==> config.mk <==
export PLATFORM = sky130hd
export DESIGN_NAME = data_bus_responder
export DESIGN_NICKNAME = d
export VERILOG_FILES = /design/src/rtl/data_bus_responder_pkg.sv /design/src/rtl/data_bus_responder_mmio_regs.sv /design/src/rtl/data_bus_responder.sv
export SDC_FILE = /design/constraint.sdc
export NUM_CORES = 1
export LEC_CHECK = 0
export ABC_AREA = 0
export BUFFER_PORTS_ARGS = -buffer_cell sky130_fd_sc_hd__buf_2
export CORE_MARGIN = 3
export CORE_UTILIZATION = 35
export CTS_BUF_LIST = sky130_fd_sc_hd__clkbuf_4 sky130_fd_sc_hd__clkbuf_8
export CTS_CLUSTER_SIZE = 12
export DETAILED_ROUTE_END_ITERATION = 16
export HOLD_SLACK_MARGIN = 0.08
export MAX_ROUTING_LAYER = met4
export SLEW_MARGIN = 5
export SYNTH_ARGS = -nofsm -noshare
export SYNTH_HDL_FRONTEND = slang
export SYNTH_SLANG_ARGS = --single-unit
export TNS_END_PERCENT = 100
==> constraint.sdc <==
create_clock -name clk -period 2.1 [get_ports clk]
set_input_delay 0 -clock clk [delete_from_list [all_inputs] [get_ports clk]]
set_output_delay 0 -clock clk [all_outputs]
set_load 0.1 [all_outputs]
==> src/rtl/data_bus_responder_pkg.sv <==
// Shared definitions for the data bus responder: FSM states, the MMIO
// register map and the location of the RAM/MMIO select bit.
package data_bus_responder_pkg;

    typedef enum logic [1:0] {
        IDLE,
        WAIT,
        ACCESS,
        RESP
    } state_t;

    localparam int MMIO_OFF_W = 4;

    localparam logic [MMIO_OFF_W-1:0] MMIO_LED    = 4'h0;
    localparam logic [MMIO_OFF_W-1:0] MMIO_CYCLE  = 4'h1;
    localparam logic [MMIO_OFF_W-1:0] MMIO_STATUS = 4'h2;

    // The top address bit steers a request to MMIO (1) or RAM (0)
    function automatic int mmio_sel_bit(input int addr_w);
        return addr_w - 1;
    endfunction

endpackage

==> src/rtl/data_bus_responder_mmio_regs.sv <==
// Memory-mapped I/O register file: LED register, free-running cycle
// counter and a read-to-clear sticky error flag for unmapped accesses.
import data_bus_responder_pkg::*;

module mmio_regs #(
    parameter int DATA_W = 32,
    parameter int LED_W  = 8
) (
    input  logic                  clk,
    input  logic                  rst,
    input  logic                  wr_en,
    input  logic                  rd_en,
    input  logic [MMIO_OFF_W-1:0] offset,
    input  logic [DATA_W-1:0]     wdata,
    output logic [DATA_W-1:0]     rdata,
    output logic                  unmapped,
    output logic [LED_W-1:0]      led_out
);

    logic [LED_W-1:0] led_q;
    logic [31:0]      cycle_q;
    logic             sticky_q;

    assign led_out = led_q;

    // Decode the offset into read data and a flag for holes in the map
    always_comb begin
        rdata    = '0;
        unmapped = 1'b1;
        case (offset)
            MMIO_LED: begin
                rdata    = DATA_W'(led_q);
                unmapped = 1'b0;
            end
            MMIO_CYCLE: begin
                rdata    = DATA_W'(cycle_q);
                unmapped = 1'b0;
            end
            MMIO_STATUS: begin
                rdata    = DATA_W'(sticky_q);
                unmapped = 1'b0;
            end
            default: begin
                rdata    = '0;
                unmapped = 1'b1;
            end
        endcase
    end

    // Register updates: a CYCLE write overrides the increment, and a new
    // error takes priority over the clear caused by reading STATUS
    always_ff @(posedge clk) begin
        if (rst) begin
            led_q    <= '0;
            cycle_q  <= '0;
            sticky_q <= 1'b0;
        end else begin
            if (wr_en && offset == MMIO_CYCLE) begin
                cycle_q <= 32'(wdata);
            end else begin
                cycle_q <= cycle_q + 32'd1;
            end

            if (wr_en && offset == MMIO_LED) begin
                led_q <= wdata[LED_W-1:0];
            end

            if ((wr_en || rd_en) && unmapped) begin
                sticky_q <= 1'b1;
            end else if (rd_en && offset == MMIO_STATUS) begin
                sticky_q <= 1'b0;
            end
        end
    end

endmodule

==> src/rtl/data_bus_responder.sv <==
// Target end of the core's data load/store handshake. Accepts one request
// at a time, inserts WAIT_STATES idle cycles, then serves it from the
// external synchronous RAM or from the MMIO register file.
import data_bus_responder_pkg::*;

module data_bus_responder #(
    parameter int ADDR_W      = 18,
    parameter int DATA_W      = 32,
    parameter int WAIT_STATES = 1,
    parameter int LED_W       = 8
) (
    input  logic              clk,
    input  logic              rst,
    input  logic              req,
    input  logic              we,
    input  logic [ADDR_W-1:0] addr,
    input  logic [DATA_W-1:0] wdata,
    output logic              ack,
    output logic [DATA_W-1:0] rdata,
    output logic              err,
    output logic [ADDR_W-2:0] mem_address,
    output logic [DATA_W-1:0] mem_data,
    output logic              mem_wren,
    input  logic [DATA_W-1:0] mem_q,
    output logic [LED_W-1:0]  led_out
);

    localparam int SEL_BIT = mmio_sel_bit(ADDR_W);

    state_t            state;
    logic [3:0]        wait_cnt;
    logic [ADDR_W-1:0] addr_q;
    logic              we_q;
    logic [DATA_W-1:0] wdata_q;
    logic [DATA_W-1:0] mmio_rdata_q;
    logic              ack_q;
    logic              err_q;

    logic              is_mmio;
    logic              mmio_wr;
    logic              mmio_rd;
    logic [DATA_W-1:0] mmio_rdata;
    logic              mmio_unmapped;

    assign is_mmio = addr_q[SEL_BIT];
    assign mmio_wr = (state == ACCESS) && is_mmio && we_q;
    assign mmio_rd = (state == ACCESS) && is_mmio && !we_q;

    // RAM is driven straight from the request latches; the write enable is
    // confined to the single ACCESS cycle of a RAM store
    assign mem_address = addr_q[ADDR_W-2:0];
    assign mem_data    = wdata_q;
    assign mem_wren    = (state == ACCESS) && we_q && !is_mmio;

    assign ack = ack_q;
    assign err = err_q;

    mmio_regs #(
        .DATA_W (DATA_W),
        .LED_W  (LED_W)
    ) u_mmio_regs (
        .clk      (clk),
        .rst      (rst),
        .wr_en    (mmio_wr),
        .rd_en    (mmio_rd),
        .offset   (addr_q[MMIO_OFF_W-1:0]),
        .wdata    (wdata_q),
        .rdata    (mmio_rdata),
        .unmapped (mmio_unmapped),
        .led_out  (led_out)
    );

    // Handshake FSM with wait-state counter; ack and err are registered so
    // they are high exactly for the RESP cycle
    always_ff @(posedge clk) begin
        if (rst) begin
            state        <= IDLE;
            wait_cnt     <= '0;
            addr_q       <= '0;
            we_q         <= 1'b0;
            wdata_q      <= '0;
            mmio_rdata_q <= '0;
            ack_q        <= 1'b0;
            err_q        <= 1'b0;
        end else begin
            ack_q <= 1'b0;
            err_q <= 1'b0;
            case (state)
                IDLE: begin
                    if (req) begin
                        addr_q   <= addr;
                        we_q     <= we;
                        wdata_q  <= wdata;
                        wait_cnt <= 4'(WAIT_STATES);
                        state    <= (WAIT_STATES > 0) ? WAIT : ACCESS;
                    end
                end
                WAIT: begin
                    wait_cnt <= wait_cnt - 4'd1;
                    if (wait_cnt <= 4'd1) begin
                        state <= ACCESS;
                    end
                end
                ACCESS: begin
                    mmio_rdata_q <= mmio_rdata;
                    ack_q        <= 1'b1;
                    err_q        <= is_mmio && mmio_unmapped;
                    state        <= RESP;
                end
                RESP: begin
                    state <= IDLE;
                end
                default: begin
                    state <= IDLE;
                end
            endcase
        end
    end

    // Load data is only presented alongside ack; RAM data arrives from the
    // synchronous RAM one cycle after ACCESS, i.e. during RESP
    always_comb begin
        rdata = '0;
        if (ack_q && !we_q) begin
            rdata = is_mmio ? mmio_rdata_q : mem_q;
        end
    end

endmodule
==> results.tsv <==
stage	metric	value	unit
critical_path	slowest CP cell	nand2b_2	
logic_synthesis	Yosys top cell by area	dfxtp_1	
global_routing	initial antenna violation count	0	
logic_synthesis	Adder-Cell Fraction of Synth Area	1.24	%
logic_synthesis	largest family of logic cells by synthesized area	simple AND/OR/NAND/NOR gates	
hold_path	Hold Path Origin	req	
critical_path	Worst Setup Start Kind	flip-flop	
global_routing	GRT Util Overall	19.0	%
finish	Reg area	2650	um^2
finish	Antenna Cells	0	
placed_design	I/O Buffers	177	
finish	commonest non-fill, non-tap cell in the layout	buf_2	
routing	Routed Antenna Nets	0	
logic_synthesis	Async S/R FF share, synth	0	%
pwr	Power Total	8.91	mW
cts	clock-pin slew on the worst setup and hold paths	0.08	ns
hold_path	WHS Endpoint	addr_q[17]$_SDFFE_PP0P_	
pwr	P per Cell Area	1050	nW/um^2
global_routing	first-pass GRT wire length	27.2	mm
finish	final net count	1057	
logic_synthesis	Mapped Cells	749	
critical_path	worst path cell trace	nand2b_2 > buf_12 > nor2_2 > clkbuf_4	
job	max-cap violations	0	
critical_path	Worst R2R Path Depth	6	
logic_synthesis	Syn. warnings	0	
timing	Max Freq	500	MHz
logic_synthesis	post-synth top area share	43.6	%
cts	Clock Path Buffers	2	
cts	H-tree Lvls	4	
pwr	cell-internal power	5.00	mW
pwr	Clock Power Share	26.6	%
timing	Worst-Margin Slew	0.513	ns
critical_path	R2R Path End	addr_q[12]$_SDFFE_PP0P_	
timing	worst setup margin	0.0990	ns
floorplanning	die area	18900	um^2
finish	fillers	1624	
finish	most frequent cells in the layout	151 x buf_2, 130 x dfxtp_1, 123 x nand2_1, 88 x a21oi_1, 77 x nor2_1	
logic_synthesis	simple logic cell fraction of the synthesized area	24.8	%
routing	total wire length	17.8	mm
critical_path	critical path peak fanout	24	
cts	Clock Latency Late Sink	0.44	ns
global_routing	vias in the first global route	5257	
critical_path	Worst Path Required	2.10	ns
placed_design	Place WS	0.101	ns
timing	Clock Skews	0.0123	ns
floorplanning	die width	138	um
cts	post-CTS setup buffers	0	
placed_design	Placement Cell Area	7330	um^2
finish	multi-input logic area	3230	um^2
status	outcome	completed	
logic_synthesis	number of synthesized flops with an enable pin	0	
timing	final setup TNS	0	ns
floorplanning	Chip Height	138	um
critical_path	critical setup path kind	reg -> out	
floorplanning	site row count	47	
critical_path	Crit path largest cell delay	0.41	ns
logic_synthesis	Cell Area, Synth	6070	um^2
critical_path	worst r2r src	state[0]$_SDFFE_PP0P_	
timing	Tcrit/Tclk final	95.3	%
logic_synthesis	Compound-Gate Fraction of Synth Area	12.1	%
logic_synthesis	Synth Area in XOR/XNOR	4.19	%
timing	final hold vios	0	
pwr	sw frac	43.9	%
critical_path	Buf+Inv Stages, Crit Path	2	
logic_synthesis	ranking of synthesized cells by area	dfxtp_1 44%, nand2_1 7.7%, a21oi_1 7.3%	
pwr	share of power burned in registers	33.1	%
routing	routed vias	5691	
placed_design	post-DP HPWL	12.1	mm
global_routing	largest net degree at the start of global routing	64	
global_routing	GR Overflow Total	0	
logic_synthesis	Seq/Total Area, Yosys	43.6	%
finish	Finished Cell Area	8450	um^2
cts	clock buffers created by TritonCTS	17	
critical_path	FF-to-FF setup slack	0.18	ns
cts	clk sinks	132	
logic_synthesis	Post-Syn Nets	841	
placed_design	Final Wtd Congestion	0.866	
pwr	Combinational Power Share	40.3	%
hold_path	worst hold stages	5	
timing	max-slew violations	0	
routing	number of vias per cell	4.75	
critical_path	CP top delay family	buffers and inverters	
critical_path	Crit. End Element	output pin	
floorplanning	Placeable Area	16800	um^2
routing	DRT Pass-1 Iters	4	
finish	Area Overhead vs Synth	39.3	%
timing	Final min period	2.00	ns
finish	layout cells sized above 1	29.2	%
critical_path	Worst EP arrival	2.00	ns
pwr	LEAKAGE	3.56	nW
cts	CTS tree	done	
logic_synthesis	Synth Area per Inst	8.10	um^2
hold_path	min-delay worst type	in -> reg	
logic_synthesis	ys flop type	dfxtp_1	
routing	Residual DRC	0	
routing	post-DR wirelength/cell	14.9	um
timing	Slew headroom	66.1	%
timing	Setup violations, final	0	
cts	CTS Root Cell	clkbuf_8	
logic_synthesis	Seq cells post-synth	132	
floorplanning	Ports	178	
pwr	sw power	3.91	mW
logic_synthesis	Synth cell types	37	
pwr	Worst IR Drop VDD	0.000573	V
timing	RSZ-0062 raised after global routing	false	
routing	Initial DRC Count	349	
logic_synthesis	mux share of post-synthesis cell area	8.40	%
floorplanning	Initial Utilization	36.2	%
timing	final hold slack	0.123	ns
layout make-up:
type / instances / area share, %
Tap cell: 220 / 3.26
Clock inverter: 9 / 1.79
Inverter: 7 / 0.311
Timing Repair Buffer: 265 / 21.7
Sequential cell: 132 / 31.3
Clock buffer: 22 / 3.44
Multi-Input combinational cell: 542 / 38.2
power by group through the flow:
| stage | Combinational (mW) | Sequential, mW | Clock, mW |
|---|---|---|---|
| after detailed placement | 3.45 | 3.01 | 0 |
| after floorplan | 2.05 | 3.78 | 0 |
| after CTS | 3.57 | 2.95 | 2.42 |
| after global routing | 3.81 | 2.99 | 2.52 |
| final | 3.59 | 2.95 | 2.37 |
| after global placement | 3.44 | 3.00 | 0 |
worst max path at each step:
stage / start / endpoint / slack (ns) / depth (start not counted)
after global routing: we_q$_SDFFE_PP0P_ / rdata[18] / 0.04 / 4
final: we_q$_SDFFE_PP0P_ / rdata[24] / 0.1 / 4
after floorplan: ack$_SDFF_PP0_ / rdata[0] / -0.03 / 2
after CTS: we_q$_SDFFE_PP0P_ / rdata[20] / 0.0003 / 4
after detailed placement: u_mmio_regs.cycle_q[1]$_SDFF_PP0_ / u_mmio_regs.cycle_q[24]$_SDFF_PP0_ / 0.10 / 6
after global placement: u_mmio_regs.cycle_q[1]$_SDFF_PP0_ / u_mmio_regs.cycle_q[24]$_SDFF_PP0_ / 0.13 / 6
cells in the mapped netlist, types with 7 or more instances:
cell type / n
mux2i_1: 43
nor2b_1: 26
nand4_1: 9
dfxtp_1: 132
inv_1: 7
xor2_1: 17
a211oi_1: 26
nand2b_1: 10
clkbuf_1: 42
nand3_1: 23
xnor2_1: 12
a21oi_1: 88
buf_1: 8
nor2_1: 108
nand2_1: 125
mux2_2: 7
buf_4: 17
cell families (layout without fill, tap and decap cells):
logic type	after synthesis	count (layout)
and+or+nand+nor	330	330
adders and majority gates	6	6
buffers and inverters	75	303
AOI/OAI and AO/OA	127	127
xor gates and xnor gates	29	29
muxes	50	50
DFF	132	132
state kept, by name, summed over array words and instances (netlist names):
name,flops
err,1
addr_q,18
u_mmio_regs.sticky_q,1
we_q,1
mem_data,32
u_mmio_regs.led_out,8
u_mmio_regs.cycle_q,32
state,2
wait_cnt,4
mmio_rdata_q,32
ack,1
through the flow:
stage,utilization (%),cells
5_1_grt,50.4,1197
3_5_place_dp,43.7,1105
4_1_cts,50.0,1197
2_1_floorplan,-,749
3_3_place_gp,43.7,1105
6_report,50.4,1197
metal layers:
layer  up-vias  track usage (%)  part of all wire [%]
met5         -                -                     0
met4         0             5.54                  0.96
met3        13             3.69                   5.1
met2       165             27.4                    44
met1      2562             26.8                    50
li1       2951                -                     -
worst min-delay path: stages:
cell and delay [ns]:
buf_2 0.11, nand2_2 0.07, buf_6 0.20, nand2_1 0.09, a21oi_1 0.05
repair_timing:
action	CTS	global route
resized for setup	0	25
endpoints found under the setup margin	0	29
hold endpoints to repair	70	0
hold buffers	61	0
Power figures use the tool's default switching activity.
